### config.mk
export PLATFORM = sky130hd
export DESIGN_NAME = gain_ramp_ctrl
export DESIGN_NICKNAME = d
export VERILOG_FILES = /design/src/rtl/gain_pkg.sv /design/src/rtl/gain_ramp_step.sv /design/src/rtl/gain_ramp_ctrl.sv
export SDC_FILE = /design/constraint.sdc
export NUM_CORES = 1
export LEC_CHECK = 0
export BUFFER_PORTS_ARGS = -buffer_cell sky130_fd_sc_hd__buf_2
export CORE_MARGIN = 3
export CORE_UTILIZATION = 45
export CTS_CLUSTER_DIAMETER = 120
export CTS_CLUSTER_SIZE = 8
export DETAILED_ROUTE_END_ITERATION = 12
export SLEW_MARGIN = 20
export SYNTH_ARGS = -nofsm -noshare
export SYNTH_HDL_FRONTEND = slang
export SYNTH_HIERARCHICAL = 1
export SYNTH_SLANG_ARGS = --single-unit
### constraint.sdc
create_clock -name clk -period 15.2 [get_ports clk]
set_clock_uncertainty 0.2 [all_clocks]
set_input_delay 3.04 -clock clk [delete_from_list [all_inputs] [get_ports clk]]
set_output_delay 3.04 -clock clk [all_outputs]
set_load 0.03 [all_outputs]
### src/rtl/gain_pkg.sv
// gain_pkg: shared definitions for the gain ramp controller.
//   - Avalon-MM word addresses of the register map
//   - FSM state encoding
//   - unity_coef(): value of 1.0 in the ufi(w, w/2) coefficient format
package gain_pkg;

  localparam logic [1:0] ADDR_TARGET = 2'd0;
  localparam logic [1:0] ADDR_STEP   = 2'd1;
  localparam logic [1:0] ADDR_PERIOD = 2'd2;
  localparam logic [1:0] ADDR_STATUS = 2'd3;

  typedef enum logic [1:0] {
    IDLE = 2'd0,
    WAIT = 2'd1,
    STEP = 2'd2
  } state_t;

  // Unity gain has the single integer LSB set: 2**(w/2).
  function automatic logic [31:0] unity_coef(input int w);
    return 32'd1 << (w / 2);
  endfunction

endpackage

### src/rtl/gain_ramp_step.sv
// gain_ramp_step: combinational next-coefficient computation.
// Moves coef one STEP toward target and clamps to target when the move
// would overshoot (upward) or pass below target / underflow (downward).
// Ports:
//   coef      current coefficient
//   target    coefficient being ramped toward
//   step      step size
//   next_coef coefficient after one step
module gain_ramp_step #(
  parameter int W = 16
) (
  input  logic [W-1:0] coef,
  input  logic [W-1:0] target,
  input  logic [W-1:0] step,
  output logic [W-1:0] next_coef
);

  // One extra bit catches carry-out on the way up and borrow on the way down.
  logic [W:0] sum;
  logic [W:0] diff;

  always_comb begin
    sum  = {1'b0, coef} + {1'b0, step};
    diff = {1'b0, coef} - {1'b0, step};
    next_coef = target;
    if (coef < target) begin
      if (sum <= {1'b0, target}) next_coef = sum[W-1:0];
    end else if (coef > target) begin
      if (!diff[W] && (diff[W-1:0] >= target)) next_coef = diff[W-1:0];
    end
  end

endmodule

### src/rtl/gain_ramp_ctrl.sv
// gain_ramp_ctrl: Avalon-MM controlled gain coefficient ramp.
// The coefficient walks toward TARGET by STEP once every PERIOD+1 sample
// strobes. Register map (word addresses): 0 TARGET, 1 STEP, 2 PERIOD,
// 3 STATUS (read {30'b0, irqPend, busy}; write bit1 = abort, bit0 = irq clear).
// Optional feature: define GAIN_RAMP_IRQ_EN to add the level interrupt irq.
// Ports:
//   clk, reset   system clock, synchronous active-high reset
//   avsAddr/avsWr/avsWrData/avsRdData  register interface, 1-cycle read latency
//   sampleStrb   one pulse per audio sample, paces the ramp
//   coef         gain coefficient, ufi(COEF_WDT, COEF_WDT/2)
//   busy         ramp in progress
//   done         one-cycle pulse when coef reaches target
//   irq          (GAIN_RAMP_IRQ_EN only) pending-interrupt level
//   dbgState     current FSM state encoding
//
// Handshake: the register port has no wait states; a write is accepted on
// every cycle avsWr is high, and avsRdData always holds the register
// selected by avsAddr on the previous cycle.
module gain_ramp_ctrl
  import gain_pkg::*;
#(
  parameter int COEF_WDT = 16,
  parameter int PER_WDT  = 16
) (
  input  logic                clk,
  input  logic                reset,
  input  logic [1:0]          avsAddr,
  input  logic                avsWr,
  input  logic [31:0]         avsWrData,
  output logic [31:0]         avsRdData,
  input  logic                sampleStrb,
  output logic [COEF_WDT-1:0] coef,
  output logic                busy,
  output logic                done,
`ifdef GAIN_RAMP_IRQ_EN
  output logic                irq,
`endif
  output logic [1:0]          dbgState
);

  localparam logic [COEF_WDT-1:0] UNITY = COEF_WDT'(unity_coef(COEF_WDT));

  state_t              state, state_nxt;
  logic [COEF_WDT-1:0] coef_r, coef_nxt;
  logic [COEF_WDT-1:0] target_r, step_r;
  logic [PER_WDT-1:0]  period_r, cnt_r, cnt_nxt;
  logic                done_r, done_nxt;
  logic [31:0]         rd_r, rd_nxt;
  logic                irq_pend;

  logic                wr_target, wr_step, wr_period, wr_status;
  logic                abort;
  logic                hi_set;
  logic [COEF_WDT-1:0] wr_sat;
  logic [COEF_WDT-1:0] step_target;
  logic [COEF_WDT-1:0] next_coef;

  // Write decode and saturation of TARGET/STEP data to the field width.
  always_comb begin
    wr_target = avsWr && (avsAddr == ADDR_TARGET);
    wr_step   = avsWr && (avsAddr == ADDR_STEP);
    wr_period = avsWr && (avsAddr == ADDR_PERIOD);
    wr_status = avsWr && (avsAddr == ADDR_STATUS);
    abort     = wr_status && avsWrData[1];
    hi_set    = (COEF_WDT < 32) ? ((avsWrData >> COEF_WDT) != 32'd0) : 1'b0;
    wr_sat    = hi_set ? {COEF_WDT{1'b1}} : avsWrData[COEF_WDT-1:0];
    // A TARGET write landing on the step cycle steers that step already,
    // so the done decision is made against the target software just set.
    step_target = wr_target ? wr_sat : target_r;
  end

  gain_ramp_step #(
    .W(COEF_WDT)
  ) u_step (
    .coef      (coef_r),
    .target    (step_target),
    .step      (step_r),
    .next_coef (next_coef)
  );

  // FSM state register.
  always_ff @(posedge clk) begin
    if (reset) state <= IDLE;
    else       state <= state_nxt;
  end

  // FSM next-state and datapath next-values.
  always_comb begin
    state_nxt = state;
    coef_nxt  = coef_r;
    cnt_nxt   = cnt_r;
    done_nxt  = 1'b0;
    case (state)
      IDLE: begin
        if (wr_target) begin
          if (step_r == '0) begin
            // Zero step means jump straight to the new target.
            coef_nxt = wr_sat;
            done_nxt = 1'b1;
          end else if (wr_sat != coef_r) begin
            state_nxt = WAIT;
            cnt_nxt   = period_r;
          end
        end
      end
      WAIT: begin
        if (sampleStrb) begin
          if (cnt_r == '0) state_nxt = STEP;
          else             cnt_nxt   = cnt_r - 1'b1;
        end
      end
      STEP: begin
        coef_nxt = next_coef;
        if (next_coef == step_target) begin
          state_nxt = IDLE;
          done_nxt  = 1'b1;
        end else begin
          state_nxt = WAIT;
          cnt_nxt   = period_r;
        end
      end
      default: state_nxt = IDLE;
    endcase
    // Abort only means something while a ramp is running; TARGET cannot be
    // written in the same cycle, so target_r is the final value.
    if (abort && (state != IDLE)) begin
      state_nxt = IDLE;
      coef_nxt  = target_r;
      done_nxt  = 1'b1;
    end
  end

  // Read mux, registered below for the 1-cycle latency.
  always_comb begin
    rd_nxt = 32'd0;
    case (avsAddr)
      ADDR_TARGET: rd_nxt = 32'(target_r);
      ADDR_STEP:   rd_nxt = 32'(step_r);
      ADDR_PERIOD: rd_nxt = 32'(period_r);
      ADDR_STATUS: rd_nxt = {30'd0, irq_pend, (state != IDLE)};
      default:     rd_nxt = 32'd0;
    endcase
  end

  always_ff @(posedge clk) begin
    if (reset) begin
      coef_r   <= UNITY;
      target_r <= UNITY;
      step_r   <= COEF_WDT'(1);
      period_r <= '0;
      cnt_r    <= '0;
      done_r   <= 1'b0;
      rd_r     <= 32'd0;
    end else begin
      coef_r <= coef_nxt;
      cnt_r  <= cnt_nxt;
      done_r <= done_nxt;
      rd_r   <= rd_nxt;
      if (wr_target) target_r <= wr_sat;
      if (wr_step)   step_r   <= wr_sat;
      if (wr_period) period_r <= avsWrData[PER_WDT-1:0];
    end
  end

`ifdef GAIN_RAMP_IRQ_EN
  // Set on the same edge done rises so irq and done go high together;
  // a clear arriving on that edge loses to the set.
  always_ff @(posedge clk) begin
    if (reset)                           irq_pend <= 1'b0;
    else if (done_nxt)                   irq_pend <= 1'b1;
    else if (wr_status && avsWrData[0])  irq_pend <= 1'b0;
  end
  assign irq = irq_pend;
`else
  assign irq_pend = 1'b0;
`endif

  assign coef      = coef_r;
  assign done      = done_r;
  assign busy      = (state != IDLE);
  assign avsRdData = rd_r;
  assign dbgState  = state;

endmodule
==> results.toml <==
[run_status]
status = "finished, final reports clean"

[clock_network]
cts_made_buffers = 9
ctsHoldBuffers = 0
clkSlewWorstSetupHoldPaths_ps = 70
clk_latency_ps = 350
cts.path.max_buffers = 2
cts_max_level = 3
postCtsSetupRepairBufs = 0
cts_tree = "yes"
cts-root-buf = "clkbuf_16"
clkSinkCount = 99
cts-resized-gates = 0

[grt]
use_met3_pct = 4.27
use_met2_pct = 44.2
top_usage_layer = "met1"
grt_use_met1_pct = 44.8
grt_pass1_wl_mm = 48.1
grt_max_degree = 84
grt_pass1_vias = 8012
antenna_found_initial = 0
grtUsageTotal_pct = 29.9
grt_overflow = 0

[sta]
setup-tns-final_ps = 0
worst_pin_slew_ps = 966
slew_headroom_pct = 35.5
report.final.slew_viol_count = 0
period_minus_slack_ps = 10420
max_clock_freq_mhz = 96.0
finalSetupViolCount = 0
min_period_over_period_pct = 68.5
grt_setup_unrepaired = "no"
hold_viol_final = 0
worst_slack_ps = 4780

[yosys]
yosysWarnings = 6
ys_types = 88
synth_area_per_cell_um2 = 7.46
synthFlopType = "dfxtp_1"
yosysSeqAreaShare_pct = 22.9
ys_async_sr_fraction_pct = 0
ys_ff_latch = 99
synth-edff-count = 0
syn_area_mm2 = 0.00867
syn_inst = 1163

[power]
power_density_mw_per_mm2 = 131
ir_worst_vdd_v = 0.0000599
total_power_uw = 1230
p_leak_uw = 0.00393

[route]
drt-initial-drc-count = 1034
wl_per_cell_um = 22.1
vias = 9010
wirelength_mm = 32.2
drc_errors = 0
detail-route-antenna-nets = 0
route.detailed.vias_per_inst = 6.18
drtPass1Iterations = 5

[cells_and_area]
diodes = 0
utilization_pct = 49.8
drive_gt1_share_pct = 11.3
area_growth_pct = 8.11
fin_nets = 1313

[floorplan]
design.die.area_mm2 = 0.0210
core-area_mm2 = 0.0188
io_pins = 90
start_util_pct = 46.0
die_h_um = 145
num_rows = 50
fp.dieW_um = 145

[worst_setup_path]
arrival_ps = 10520
worst_setup_path_end_kind = "flop"
startpoint_type = "input pin"
critPathKind = "in2reg"
cpMaxStageDelayCell = "a2111oi_2"
worstPathMaxFanout = 27
cp.required_ps = 15300
worstPathCellList = "buf_2, nor4_2, nand4_2, nor2_1, a21oi_1, inv_1, ha_1, a21oi_1, o21ai_0, a2111o_1, a2111oi_4, nand4_2, o21a_1, a2111oi_2, inv_1, o41ai_1, o211ai_1, nor4_1, a31oi_1, or4_1, nand2_1, o221a_1"
r2r_cells = 23
path_delay_family = "simple AND/OR/NAND/NOR gates"
cp.buffers_inverters = 3
cp.depth = 22
slowest_delay_ps = 730

[flow_run]
drv_cap = 0

[placement]
place_congestion = 0.989
numPortBuffers = 73
pre_cts_slack_ps = 4710
hpwlAfterDp_mm = 24.4

[worst_hold_path]
worstHoldPathCells = 2
hold_class = "reg2reg"
synth_stat cells, drive strengths merged, types with 5 or more instances:
cell      n  area, um2
a311oi   11       96.3
a211oi   38        295
a31oi    10       62.6
nor2b    20        125
a22oi     5       37.5
inv      87        327
o311ai   12        105
xnor2    17        149
o31ai    13       97.6
nand4    16        113
and3     13       81.3
xor2      9       78.8
o21a      8       60.1
o22ai    16        100
nand3    17       85.1
or4       6       45.0
clkbuf   44        165
nor4     25        188
a21o     14        106
o221ai    6       58.8
and2     17        106
or2       6       37.5
nor3b     6       50.1
o211ai   16        120
or3      11       68.8
a221o     7       70.1
nor2    164        621
mux2i    17        170
nor3     14       75.1
buf      36        240
o21ai    41        205
nand2b   10       62.6
a221oi    5       43.8
ha       81       1010
a21oi    94        478
nand2    92        345
dfxtp    99       1980
path summary, 6_finish.rpt:
check	start	end	slack, ps
worst max-delay path	avsWrData[23]	cnt_r[15]	4780
worst min-delay path	period_r[13]	period_r[13]	280
worst max register to register	coef[9]	cnt_r[15]	7320
worst min register to register	period_r[13]	period_r[13]	280
worst min-delay path: stages (launching register included):
cell and delay [ps]:
dfxtp_1 330, nand2_1 60, a21oi_1 50
cells in the final DEF (no fill, tap or decap), types with 6 or more instances in the layout:
cell / count
a211oi_1: 36
a21o_1: 13
a21oi_1: 92
a221o_1: 7
a311oi_1: 11
a31oi_1: 10
and2_1: 17
and3_1: 13
buf_2: 73
buf_4: 10
clkbuf_16: 9
conb_1: 16
dfxtp_1: 99
ha_1: 81
inv_1: 86
mux2i_1: 17
nand2_1: 91
nand2b_1: 10
nand3_1: 17
nand4_1: 14
nor2_1: 162
nor2b_1: 20
nor3_1: 13
nor4_1: 20
o211ai_1: 16
o21a_1: 8
o21ai_0: 37
o22ai_1: 16
o311ai_0: 6
o311ai_1: 6
o31ai_1: 13
or2_2: 6
or3_1: 11
or4_1: 6
xnor2_1: 17
xor2_1: 9
layer usage:
layer	share of wire [%]	wire, um
met1	45	14600
met2	43	13800
met5	0	0
met3	9.1	2930
met4	2.7	863
registers in the layout, summed over array words and instances (netlist names):
name	count
done	1
avsRdData	16
dbgState	2
cnt_r	16
step_r	16
coef	16
period_r	16
target_r	16
through the flow:
stage	std cells	cell area, um2	hold WS (ps)
6_report	1457	9370	277
5_1_grt	1457	9370	303
4_1_cts	1457	9370	281
3_5_place_dp	1441	9100	271
3_3_place_gp	1441	9100	270
2_1_floorplan	1178	8730	249
layout make-up:
cell class	count	area [um2]
multi-input combinational	911	6020
tap	260	325
fill	1931	9460
sequential	99	1980
inverter	88	330
timing repair buffer	83	440
clock buffer	11	233
clock inverter	5	38.8
cells by family after synthesis:
logic type / Yosys count / synth area share, %
compound gates: 340 / 27.5
xor+xnor: 26 / 2.63
fa+ha+maj: 83 / 12.2
buf+inv: 168 / 8.48
flops: 99 / 22.9
mux: 18 / 2.09
other cells: 1 / 0.0432
simple gates: 428 / 24.2
report_power, final:
group	switching [uW]	internal (uW)	total, uW
Combinational	452	243	694
Sequential	39.7	278	317
Clock	107	112	220
Power figures use the tool's default switching activity.
